### config.mk
export PLATFORM = sky130hd
export DESIGN_NAME = sixtap_row_sched
export DESIGN_NICKNAME = d
export VERILOG_FILES = /design/src/rtl/mc_pkg.sv /design/src/rtl/sixtap_delay_line.sv /design/src/rtl/sixtap_row_sched.sv
export SDC_FILE = /design/constraint.sdc
export NUM_CORES = 1
export LEC_CHECK = 0
export BUFFER_PORTS_ARGS = -buffer_cell sky130_fd_sc_hd__buf_4
export CAP_MARGIN = 20
export CORE_AREA = 2 2 73 93
export DETAILED_ROUTE_END_ITERATION = 16
export DIE_AREA = 0 0 75 95
export PLACE_DENSITY = 0.77
export SLEW_MARGIN = 20
export SYNTH_ARGS = -nofsm -noshare
export SYNTH_HDL_FRONTEND = slang
export SYNTH_SLANG_ARGS = --single-unit
### constraint.sdc
create_clock -name clk -period 2.4 [get_ports clk]
set_input_delay 0.36 -clock clk [delete_from_list [all_inputs] [get_ports clk]]
set_output_delay 0.36 -clock clk [all_outputs]
set_load 0.05 [all_outputs]
### src/rtl/mc_pkg.sv
// mc_pkg: shared pixel type, scheduler states and tap count for the six-tap half-pel path
package mc_pkg;
    localparam int SIXTAP_NTAPS = 6;
    typedef logic [7:0] pix_t;
    typedef enum logic [2:0] {IDLE, FILL, RUN, DRAIN, DONE} sixtap_state_t;
endpackage

### src/rtl/sixtap_delay_line.sv
// sixtap_delay_line: FILT_LAT-stage shift of {issue, last} tracking results inside the filter
module sixtap_delay_line #(
    parameter int FILT_LAT = 2
) (
    input  logic clk,
    input  logic rst,
    input  logic i_issue,
    input  logic i_last,
    output logic o_valid,
    output logic o_last,
    output logic o_busy
);
    logic [FILT_LAT-1:0] r_vld;
    logic [FILT_LAT-1:0] r_lst;
    always_ff @(posedge clk) begin
        if (rst) begin
            r_vld <= '0;
            r_lst <= '0;
        end else begin
            r_vld <= (r_vld << 1) | FILT_LAT'(i_issue);
            r_lst <= (r_lst << 1) | FILT_LAT'(i_issue & i_last);
        end
    end
    assign o_valid = r_vld[FILT_LAT-1];
    assign o_last  = r_lst[FILT_LAT-1] & o_valid;
    assign o_busy  = |r_vld;
endmodule

### src/rtl/sixtap_row_sched.sv
// sixtap_row_sched: six-tap half-pel row sequencer; SIXTAP_PERF_CNT_EN adds the o_stall_cnt counter
module sixtap_row_sched import mc_pkg::*; #(
    parameter int ROW_W    = 16,
    parameter int ROWS     = 16,
    parameter int FILT_LAT = 2
) (
    input  logic        clk,
    input  logic        rst,
    input  logic        i_start,
    output logic        o_busy,
    output logic        o_done,
    input  pix_t        i_pix_in,
    input  logic        i_pix_valid,
    output logic        o_pix_ready,
    output pix_t        o_tap_a,
    output pix_t        o_tap_b,
    output pix_t        o_tap_c,
    output pix_t        o_tap_d,
    output pix_t        o_tap_e,
    output pix_t        o_tap_f,
    input  pix_t        i_half_in,
    output pix_t        o_half_out,
    output logic        o_half_valid,
    output logic        o_half_last
`ifdef SIXTAP_PERF_CNT_EN
    ,
    output logic [15:0] o_stall_cnt
`endif
);
    localparam int CW = $clog2(ROW_W + 6);
    localparam int RW = $clog2(ROWS + 1);
    sixtap_state_t r_state, w_next;
    logic [CW-1:0] r_col;
    logic [RW-1:0] r_row;
    pix_t          r_win [SIXTAP_NTAPS];
    logic          r_issue, r_last;
    logic          w_xfer, w_accept, w_fill_end, w_row_end, w_dl_busy, w_empty;
    assign w_xfer     = i_pix_valid & o_pix_ready;
    assign w_accept   = (r_state == IDLE) & i_start;
    assign w_fill_end = (r_state == FILL) & w_xfer & (r_col == CW'(4));
    assign w_row_end  = (r_state == RUN) & w_xfer & (r_col == CW'(ROW_W + 4));
    assign w_empty    = ~r_issue & ~w_dl_busy;
    always_comb begin
        w_next      = r_state;
        o_busy      = (r_state == FILL) || (r_state == RUN) || (r_state == DRAIN);
        o_done      = r_state == DONE;
        o_pix_ready = (r_state == FILL) || (r_state == RUN);
        case (r_state)
            IDLE:    w_next = i_start ? FILL : IDLE;
            FILL:    w_next = w_fill_end ? RUN : FILL;
            RUN:     w_next = w_row_end ? DRAIN : RUN;
            DRAIN:   w_next = !w_empty ? DRAIN : (r_row == RW'(ROWS - 1)) ? DONE : FILL;
            default: w_next = IDLE;
        endcase
    end
    always_ff @(posedge clk) begin
        if (rst) begin
            r_state <= IDLE;
            r_col   <= '0;
            r_row   <= '0;
            r_issue <= 1'b0;
            r_last  <= 1'b0;
            for (int i = 0; i < SIXTAP_NTAPS; i++) r_win[i] <= '0;
        end else begin
            r_state <= w_next;
            r_issue <= (r_state == RUN) & w_xfer;
            r_last  <= w_row_end;
            if (w_accept) begin
                r_col <= '0;
                r_row <= '0;
            end
            if (w_xfer) begin
                r_col <= r_col + 1'b1;
                for (int i = 0; i < SIXTAP_NTAPS - 1; i++) r_win[i] <= r_win[i+1];
                r_win[SIXTAP_NTAPS-1] <= i_pix_in;
            end
            // row finished draining: the next row starts from an empty window
            if ((r_state == DRAIN) && w_empty) begin
                r_row <= r_row + 1'b1;
                r_col <= '0;
                for (int i = 0; i < SIXTAP_NTAPS; i++) r_win[i] <= '0;
            end
        end
    end
    sixtap_delay_line #(.FILT_LAT(FILT_LAT)) u_dl (
        .clk     (clk),
        .rst     (rst),
        .i_issue (r_issue),
        .i_last  (r_last),
        .o_valid (o_half_valid),
        .o_last  (o_half_last),
        .o_busy  (w_dl_busy)
    );
    assign o_tap_a    = r_win[0];
    assign o_tap_b    = r_win[1];
    assign o_tap_c    = r_win[2];
    assign o_tap_d    = r_win[3];
    assign o_tap_e    = r_win[4];
    assign o_tap_f    = r_win[5];
    assign o_half_out = i_half_in;
`ifdef SIXTAP_PERF_CNT_EN
    logic [15:0] r_stall_cnt;
    always_ff @(posedge clk) begin
        if (rst || w_accept) r_stall_cnt <= '0;
        else if (o_pix_ready && !i_pix_valid && (r_stall_cnt != 16'hFFFF)) r_stall_cnt <= r_stall_cnt + 1'b1;
    end
    assign o_stall_cnt = r_stall_cnt;
`endif
endmodule

== Word level (Yosys, flattened, before mapping) ==
Memory sizes are Yosys's and may differ from the RTL's.
Cells that the tools add are included.
Storage, ports and cells
  word-level logic and storage cells: 79
  bits in read-only memories: 0
  bits in latches: 0
  output and inout bits: 61
  memories: 1
  register bits: 19
  input bits: 20
  RAM bits: 48
Cells by class
  equality and inequality tests: 7
  add/sub/neg operators: 2
  magnitude comparators: 0
  divide/modulo/power cells: 0
  mux-type cells: 29
  shift-type cells: 0
  bitwise logic cells: 25
  $mul: 0
  reductions and logical operators: 8
Memories
  r_win: depth 6, bits a word 8, read ports 6, clocked after memory_dff 0, write ports 6, line sixtap_row_sched.sv:35  | pix_t r_win [SIXTAP_NTAPS];
Operators by type and width (number)
  8-bit two-way mux: 12
  5-bit two-way mux: 3
  1-bit OR: 12
  3-bit case mux with 4 select lines: 1
  5-bit by 1-bit adder with 5-bit output, second input constant: 2
  1-bit two-way mux: 10
  1-bit bitwise AND: 9
  3-bit by 2-bit equality test with 1-bit output, second input constant: 2
  3-bit two-way mux: 2
  5-bit by 3-bit equality test with 1-bit output, second input constant: 1
  5-bit by 4-bit equality test with 1-bit output, second input constant: 1
  5-bit equality test, second input constant: 1
  2-bit nonzero test: 2
  2-bit OR reduction: 2
  3-bit by 1-bit equality test with 1-bit output, second input constant: 1
  3-bit equality test, second input constant: 1
  3-bit logical NOT: 1
  1-bit logical OR: 2
  2-bit two-way mux: 1
  1-bit NOT: 2
  2-bit by 1-bit OR with 2-bit output: 1
  2-bit OR: 1
  1-bit logical AND: 1

== Longest topological paths before layout ==
Gate-level depths: netlist of run 1.
  depth after elaboration: 8
  mapped depth: 7
  gate-level depth less buffers: 6

== By module ==
A second synthesis of run 1 with hierarchy kept.
Second synthesis, totals
  cells, all modules: 222
  area total of the unflattened synthesis: 2815.2 µm²
Modules (own cells, without submodules)
  sixtap_row_sched: cells an instance 212, sequential area each 1741.7 µm², instances 1, area an instance 2695.1 µm²
  sixtap_delay_line: cells an instance 10, sequential area each 80.1 µm², instances 1, area an instance 120.1 µm²

== Worst setup path after synthesis of run 1 ==
Ideal clock, no wire load.
  path type: reg2reg
  start: register u_dl.r_vld[1]
  end: memory r_win[0][0] (netlist bit) (enable)
  data arrival time: 2.262 ns
  clock period less this slack: 2.660 ns
  path buffers: 1
  library setup time: 0.399 ns
  stages on the path, launching flop included: 5
  required time: 2.001 ns
  path slack: -0.260 ns
  path through: dfxtp_1 -> or4b_1 -> buf_6 -> nor2_8 -> or3_1
RTL lines
  from (decl): line sixtap_delay_line.sv:13  | logic [FILT_LAT-1:0] r_vld;
  from (signal assigned): line sixtap_delay_line.sv:20  | r_vld <= (r_vld << 1) | FILT_LAT'(i_issue);
  to (decl): line sixtap_row_sched.sv:35

==> results of run 1 <==
==> layout make-up <==
| class | instances | area (µm²) | share of cell area |
|---|---|---|---|
| flip-flops and latches | 67 | 1820 | 0.521 |
| repair buffers | 67 | 515 | 0.148 |
| clock inverters | 7 | 76.3 | 0.0218 |
| clock buffers | 9 | 124 | 0.0354 |
| well taps | 87 | 109 | 0.0311 |
| multi-input cells | 129 | 830 | 0.237 |
| inverters | 5 | 18.8 | 0.00537 |
==> state kept, by name, summed over array words and instances, names as in the netlist <==
name        count
r_col           5
r_row           5
r_issue         1
r_state         3
u_dl.r_vld      2
u_dl.r_lst      2
r_last          1
r_win          48
==> through the flow <==
| stage | instances | worst slack [ns] |
|---|---|---|
| 2_1_floorplan | 220 | 0.137 |
| 3_3_place_gp | 355 | 0.340 |
| 3_5_place_dp | 355 | 0.331 |
| 4_1_cts | 371 | 0.294 |
| 5_1_grt | 371 | 0.174 |
| 6_report | 371 | 0.299 |
==> per-layer routing <==
layer	part of all wire	wire, µm	vias to the layer above
li1	-	-	871
met1	0.40	1920	848
met2	0.52	2510	70
met3	0.062	297	8
met4	0.019	94	0
met5	0	0	-
==> critical path: stages (launching register included) <==
cell     delay (ns)
dfxtp_1        0.49
or4b_1         0.66
nor2_8         0.22
or3_2          0.18
buf_4          0.24
==> where the power goes <==
part,internal [W],switching (W)
Clock,0.000486,0.000440
Combinational,0.000102,0.000259
Sequential,0.00129,0.0000273
Total,0.00188,0.000726
==> worst max-delay path by stage <==
| stage | cells past startpoint | slack (ns) | from | to |
|---|---|---|---|---|
| global placement | 4 | 0.34 | r_state[0] | r_win[0][1] |
| CTS | 4 | 0.29 | r_state[0] | r_win[1][3] |
| global route | 4 | 0.17 | r_state[0] | r_win[1][4] |
| finish | 4 | 0.30 | r_state[0] | r_win[0][6] |
| floorplan | 4 | 0.14 | u_dl.r_vld[1] | r_win[0][0] |
| detailed placement | 4 | 0.33 | r_state[0] | r_win[0][5] |
==> cells by family (layout without fill, tap and decap cells) <==
family / Yosys count / in the layout / share of synthesized area
buffers and inverters: 24 / 88 / 0.0540
multiplexers: 2 / 2 / 0.00759
AND/OR/NAND/NOR: 103 / 103 / 0.222
XOR/XNOR: 2 / 2 / 0.00625
AO/OA/AOI/OAI: 18 / 18 / 0.0420
adder cells (fa/ha/maj): 4 / 4 / 0.0179
flip-flops: 67 / 67 / 0.650
==> cells in the final DEF (no fill, tap or decap), types with 2 or more instances in the layout <==
cell        count
dfxtp_1        19
or4b_1          2
clkbuf_8        9
nand2_1        11
and2_1         52
nor2b_1         6
nor4b_1         3
buf_4          66
clkinvlp_4      2
inv_1           5
nor3_1          4
ha_1            4
inv_6           2
a21oi_1         9
nor2_1          7
edfxtp_1       48
a31oi_1         2
or3_1           2
nand3_1         7
==> key figures, run 1 <==
Run status
  – Outcome: completed

Critical path
  – CP Capture Type: flop
  – CP required: 2.42 ns
  – FF-to-FF Start: r_state[0]
  – Worst R2R Setup Slack: 0.30 ns
  – Critical path type: flop to flop
  – Critical path arrival: roughly 2.1 ns
  – Crit start category: flop
  – Reg2Reg Depth: 4
  – FF-to-FF End: r_win[0][6]
  – Worst Path Max Fanout: 16

GRT
  – Tot GR Track Use: 0.148
  – First-pass GRT wire length: ~7.8 mm
  – Met2 Use GR: 0.237
  – Initial antenna violation count: 0
  – M3 GR Usage: 0.0384
  – Met1 Track Usage GR: 0.180
  – Remaining global-route overflow: 0
  – Largest net degree at the start of global routing: between 40 and 50
  – Vias in the first global route: around 1700
  – Busiest grt layer: met2

Timing
  – Final hold violation count: 0
  – RSZ-0062 raised after global routing: no
  – Final setup violation count: 0
  – Tmin final: between 2 and 2.5 ns
  – Slew @ Worst Pin: between 0.4 and 0.5 ns
  – Clock skew: about 0.009 ns
  – Hold WS: slightly above 0.3 ns
  – Maximum clock frequency: ~480 MHz
  – Setup_tns: 0 ns
  – Slew Limit Fails: 0
  – Final worst path period share: 0.875
  – Slew HR: 0.669

Floorplanning
  – Core Region: about 0.0063 mm²
  – # IOs: a little over 80
  – Full die area: a little over 0.007 mm²
  – Initial Utilization: 0.443
  – Chip Width: around 75 µm
  – Num rows: 33
  – Chip height: around 95 µm

Detailed routing
  – DR vias/cell: about 4.8
  – Final ANT Viol Nets: 0
  – Wirelength, routed: approximately 4.8 mm
  – Drt initial violations: slightly below 80
  – Vias: 1797
  – DRT Pass-1 Iters: 4
  – Wire per inst: ~13 µm
  – Drt drc: 0

Pwr
  – Total Power: between 0.002 and 0.003 W
  – PwrDens: approximately 750 mW/mm²
  – Leakage: approximately 1.4 nW
  – Worst-case vdd ir drop: 0.000366 V

Logic synthesis
  – Top cells by area, synth: edfxtp_1 (51%), dfxtp_1 (14%), and2_1 (12%), buf_4 (3.2%), ha_1 (1.8%)
  – Synthesized net count: 244
  – Synth top area share: 0.515
  – Syn Inst Count: 220
  – Register area share after synthesis: 0.650
  – Seq cells post-synth: 67
  – Mapped Avg Cell Area: 12.7 µm²
  – Most frequent cell after synthesis: and2_1
  – Leading area contributor after synthesis: edfxtp_1
  – Main synth FF type: edfxtp_1
  – Post-synthesis cell area: 0.00280 mm²
  – Yosys Warn Count: 0
  – Commonest cells in the synthesized netlist: and2_1 (52), edfxtp_1 (48), dfxtp_1 (19)
  – Synth cell types: 39
  – Post-synth ARST share: 0
  – EDFF count, synth: 48

Finish
  – Final non-filler cell area: ~0.0035 mm²
  – Filler cells: roughly 550
  – Fin util: 0.553
  – Layout cells sized above 1: 0.317
  – # nets final: a little over 300
  – Inserted Diodes: 0
  – Synth-to-Final Area Change: 24.7%

Hold path
  – Hold/Removal Path Class: primary input to flop
  – Worst Hold Path EP: r_win[5][5]
  – Hold depth: 2
  – Min-delay src: i_pix_in[5]

Clocking
  – Worst-Skew Late Latency: 0.33 ns
  – Clock Path Buffers: 2
  – CTS Root Cell: clkbuf_8
  – Total CTS buffers: 9
  – CTS tree: yes
  – Clock-pin slew on the worst setup and hold paths: 0.08 ns
  – Post-CTS Hold Fix Bufs: 0
  – Clk sinks: between 60 and 70
  – Post-CTS Resized: 0
  – Post-CTS setup buffers: 0
  – CTS HTree Levels: 3

Place
  – Routability Congestion: slightly above 0.8
  – I/O Buffers: 64
  – Final HPWL DP: between 3 and 4 mm
  – Area after DPL: 0.00329 mm²

Job
  – Maxcap violations: 0
(Power assumes the default switching activity.)
==> run 2, diff against run 1 <==
CELL_PAD_IN_SITES_DETAIL_PLACEMENT = 1   (was default)
CELL_PAD_IN_SITES_GLOBAL_PLACEMENT = 1   (was default)
CORE_AREA = 2 2 82 104   (was 2 2 73 93)
DIE_AREA = 0 0 84 106   (was 0 0 75 95)
==> run 2 against run 1 <==
Register-to-register slack improved by 0.13 ns. Flip-flop and latch count unchanged. Largest cell class unchanged. Critical path type unchanged. Cell area increased by 0.11%. Non-clock buffer count unchanged. Cell count increased by 2.7%. Utilization decreased by 12 points. Count of clock-buffer cells in the layout unchanged.
==> key figures, run 2 (synthesized netlist as in run 1, its figures left out) <==
Run status
  – Outcome: completed

Clocking
  – Total CTS buffers: 9
  – CTS tree: yes
  – Post-CTS Hold Fix Bufs: 0
  – Post-CTS setup buffers: 0
  – Worst-Skew Late Latency: roughly 0.36 ns
  – Clk sinks: 67
  – Clock Path Buffers: 2
  – CTS Root Cell: clkbuf_8
  – Post-CTS Resized: 0
  – CTS HTree Levels: 3
  – Clock-pin slew on the worst setup and hold paths: ~0.070 ns

Finish
  – Inserted Diodes: 0
  – Largest regs: r_win: 48 flops, r_col: 5 flops, r_row: 5 flops
  – Synth-to-Final Area Change: 24.9%
  – Largest register FFs: 48
  – Non-filler instance count after layout: between 300 and 400
  – Most common cell after layout, fill and taps aside: buf_4
  – Fin util: 0.437
  – Largest reg by FF count: r_win
  – Filler cells: approximately 880
  – Commonest cells after routing, fill and taps aside: buf_4 (66), and2_1 (52), edfxtp_1 (48), dfxtp_1 (19), nand2_1 (11)
  – # nets final: 303
  – Layout cells sized above 1: 0.310

Timing
  – Final setup violation count: 0
  – Setup_tns: 0 ns
  – Maximum clock frequency: around 510 MHz
  – Final hold violation count: 0
  – Final worst path period share: 0.822
  – Slew Limit Fails: 0
  – Tmin final: ~2.0 ns
  – Clock skew: roughly 0.0089 ns
  – Slew HR: 0.675
  – Slew @ Worst Pin: a little under 0.5 ns
  – RSZ-0062 raised after global routing: no

Pwr
  – Sw power: 0.000726 W
  – PwrDens: 742 mW/mm²
  – Reg power frac: 0.508
  – Worst-case vdd ir drop: a little under 0.0004 V
  – Power share of the clock group: 0.352
  – Combinational group share of total power: 0.141
  – Int Pwr: about 0.0019 W
  – Sw frac: 0.280
  – Leakage: 1.43 nW
  – Total Power: around 0.0026 W

GRT
  – First-pass GRT wire length: between 8 and 9 mm
  – Initial antenna violation count: 0
  – Vias in the first global route: approximately 1800
  – Tot GR Track Use: 0.130
  – Remaining global-route overflow: 0
  – Largest net degree at the start of global routing: 49

Floorplanning
  – Chip Width: around 84 µm
  – # IOs: about 80
  – Full die area: 0.00890 mm²
  – Initial Utilization: 0.350
  – Num rows: 37
  – Chip height: 106 µm
  – Core Region: 0.00801 mm²

Detailed routing
  – Vias: between 1500 and 2000
  – Drt initial violations: 70
  – Drt drc: 0
  – DRT Pass-1 Iters: 3
  – Wire per inst: roughly 14 µm
  – Final ANT Viol Nets: 0
  – Wirelength, routed: between 5 and 6 mm
  – DR vias/cell: approximately 4.7

Job
  – Maxcap violations: 0

Critical path
  – Crit start category: flop
  – CP Capture Type: flop
  – CP required: between 2 and 2.5 ns
  – Critical path type: flop to flop
  – Worst Path Max Fanout: 40
  – Critical path arrival: slightly above 2 ns

Hold path
  – Hold/Removal Path Class: primary input to flop

Place
  – Final HPWL DP: approximately 3.8 mm
  – Placed instance count: ~370
  – Routability Congestion: 0.748
  – I/O Buffers: 64
run 2: cell count changes in the layout (fill, tap and decap cells not counted):
cell        change
clkinv_1        +2
inv_6           -1
clkinvlp_4      -1
run 2: routing by layer:
metal / vias up / share of wire / global-route usage
li1: 870 / - / -
met1: 852 / 0.40 / 0.138
met2: 47 / 0.49 / 0.209
met3: 14 / 0.073 / 0.0582
met4: 0 / 0.032 / 0.0876
met5: - / 0 / 0
run 2: path summary, 6_finish.rpt:
path	start	end	slack (ns)	depth (start not counted)
max	u_dl.r_vld[1]	r_win[0][0]	0.43	4
min	i_pix_in[0]	r_win[5][0]	0.28	2
min reg2reg	r_last	u_dl.r_lst[0]	0.43	1
max reg2reg	u_dl.r_vld[1]	r_win[0][0]	0.43	4
run 2: through the flow:
stage | hold slack (ns) | worst slack (ns) | cell area (µm²)
CTS | 0.265 | 0.421 | 3500
finish | 0.280 | 0.428 | 3500
global route | 0.272 | 0.319 | 3500
floorplan | 0.406 | 0.137 | 2800
detailed placement | 0.421 | 0.437 | 3310
global placement | 0.411 | 0.459 | 3310
run 2: worst max-delay path, stage by stage, from the launching register on:
cell and delay (ns):
dfxtp_1 0.33, or4b_1 0.71, nor2_8 0.22, or3_2 0.16
buf_12 0.22
run 2: final cells by class:
cell class | count | area [µm²] | share of cell area
inverters | 5 | 18.8 | 0.00536
clock inverters | 7 | 67.6 | 0.0193
well taps | 97 | 121 | 0.0347
clock buffers | 9 | 124 | 0.0354
multi-input cells | 129 | 830 | 0.237
repair buffers | 67 | 515 | 0.147
flip-flops and latches | 67 | 1820 | 0.521
run 2: power groups by stage:
stage               registers, W  clock network [W]  logic (W)
global route             0.00133           0.000980   0.000385
finish                   0.00132           0.000913   0.000366
detailed placement       0.00135                  0   0.000369
global placement         0.00134                  0   0.000365
floorplan                0.00151                  0   0.000120
CTS                      0.00132           0.000944   0.000370
==> run 3, diff against run 2 <==
CORE_AREA = 2 2 78 99   (was 2 2 82 104)
DIE_AREA = 0 0 80 101   (was 0 0 84 106)
PLACE_DENSITY = 0.81   (was 0.77)
clock period = 2.05 ns   (was 2.4 ns; I/O delays follow)
==> run 3 against run 2 <==
Cell area up 2.5%. Clock skew up 0.0059 ns. Sequential share of layout area down 1.2 points. Via count up 3.0%. Hold slack worse by 0.046 ns. Non-clock buffer count up 4. Utilization up 6.2 points. Largest power group unchanged.
==> key figures, run 3 (synthesized netlist as in run 1, its figures left out) <==
Run status
  – Outcome: completed

Place
  – Placed instance count: around 360
  – I/O Buffers: 64
  – Routability Congestion: between 0.7 and 0.8
  – Area after DPL: about 0.0034 mm²
  – Final HPWL DP: about 4 mm

Detailed routing
  – DR vias/cell: between 4 and 5
  – Wire per inst: 14.9 µm
  – Wirelength, routed: between 5 and 6 mm
  – DRT Pass-1 Iters: 5
  – Drt drc: 0
  – Final ANT Viol Nets: 0
  – Vias: 1836
  – Drt initial violations: 80

Clocking
  – Clock-pin slew on the worst setup and hold paths: about 0.070 ns
  – Post-CTS setup buffers: 0
  – Worst-Skew Late Latency: 0.35 ns
  – Clk sinks: 67
  – Clock Path Buffers: 2
  – CTS tree: yes
  – Post-CTS Resized: 0
  – Post-CTS Hold Fix Bufs: 0
  – CTS HTree Levels: 3
  – Total CTS buffers: 9
  – CTS Root Cell: clkbuf_8

GRT
  – Vias in the first global route: between 1500 and 2000
  – Largest net degree at the start of global routing: 49
  – First-pass GRT wire length: 8.91 mm
  – Initial antenna violation count: 0
  – Tot GR Track Use: 0.148
  – Remaining global-route overflow: 0

Finish
  – Commonest cells after routing, fill and taps aside: buf_4 (68), and2_1 (52), edfxtp_1 (48), dfxtp_1 (18), nand2_1 (11)
  – Most common cell after layout, fill and taps aside: buf_4
  – Largest regs: r_win: 48 flops, r_col: 5 flops, r_row: 5 flops
  – Reg area: about 0.0018 mm²
  – Synth-to-Final Area Change: 28.0%
  – Inserted Diodes: 0
  – # nets final: 307
  – Layout cells sized above 1: 0.330
  – Non-filler instance count after layout: between 300 and 400
  – Filler cells: about 800
  – Area of the multi-input gates: between 800 and 900 µm²
  – Largest register FFs: between 40 and 50
  – Final non-filler cell area: approximately 0.0036 mm²
  – Largest reg by FF count: r_win

Critical path
  – CP Capture Type: flop
  – Critical path arrival: ~1.9 ns
  – Critical path type: flop to flop
  – Crit start category: flop
  – Worst Path Max Fanout: 8
  – CP required: 2.07 ns

Pwr
  – PwrDens: 896 mW/mm²
  – Reg power frac: 0.480
  – Leakage: approximately 1.5 nW
  – Worst-case vdd ir drop: about 0.00044 V
  – Sw power: approximately 0.0009 W
  – Sw frac: 0.272
  – Combinational group share of total power: 0.138
  – Total Power: about 0.0032 W
  – Power share of the clock group: 0.382
  – Int Pwr: 0.00234 W

Floorplanning
  – # IOs: 81
  – Initial Utilization: 0.390
  – Core Region: 0.00718 mm²
  – Full die area: ~0.0081 mm²
  – Chip Width: roughly 80 µm
  – Chip height: 101 µm
  – Num rows: 35

Timing
  – Final hold violation count: 0
  – Tmin final: 1.85 ns
  – Slew @ Worst Pin: between 0.4 and 0.5 ns
  – Final worst path period share: 0.902
  – Maximum clock frequency: 541 MHz
  – Clock skew: roughly 0.015 ns
  – Slew Limit Fails: 0
  – Setup_tns: 0 ns
  – Hold WS: around 0.23 ns
  – Final setup violation count: 0
  – RSZ-0062 raised after global routing: no
  – Slew HR: 0.704

Job
  – Maxcap violations: 0

Hold path
  – Hold/Removal Path Class: primary input to flop
-- run 3: worst paths after layout --
| check | startpoint | end | slack (ns) | depth (start not counted) |
|---|---|---|---|---|
| worst max-delay path | u_dl.r_vld[0] | r_win[5][4] | 0.20 | 3 |
| worst min-delay path | i_pix_in[5] | r_win[5][5] | 0.23 | 2 |
| worst max register to register | u_dl.r_vld[0] | r_win[5][4] | 0.20 | 3 |
| worst min register to register | r_last | u_dl.r_lst[0] | 0.44 | 1 |
-- run 3: stage by stage --
step	worst slack (ns)	util
after floorplan	0.0921	-
after global placement	0.250	0.468
after detailed placement	0.206	0.468
after CTS	0.188	0.499
after global routing	0.0926	0.499
final	0.202	0.499
-- run 3: layout make-up --
| class | count | share of cell area |
|---|---|---|
| clock buffers | 9 | 0.0345 |
| clock inverters | 7 | 0.0283 |
| inverters | 5 | 0.00523 |
| multi-input cells | 129 | 0.232 |
| flip-flops and latches | 67 | 0.508 |
| well taps | 92 | 0.0321 |
| repair buffers | 71 | 0.159 |
-- run 3: per-layer routing --
metal | share of wire | wire, µm | global-route usage
met4 | 0.025 | 139 | 0.0926
met2 | 0.51 | 2890 | 0.244
met5 | 0 | 0 | 0
met1 | 0.42 | 2350 | 0.170
met3 | 0.051 | 292 | 0.0376
-- run 3: worst max-delay path: stages (launching register included) --
cell and delay [ns]:
dfxtp_1 0.32, or4b_1 0.66, nor2_8 0.22, or3_1 0.33
-- run 3: power groups by stage --
stage	logic (W)	clock network [W]	registers, W
6_report	0.000444	0.00123	0.00154
5_1_grt	0.000466	0.00130	0.00155
2_1_floorplan	0.000142	0	0.00177
3_3_place_gp	0.000441	0	0.00157
3_5_place_dp	0.000449	0	0.00157
4_1_cts	0.000450	0.00126	0.00154
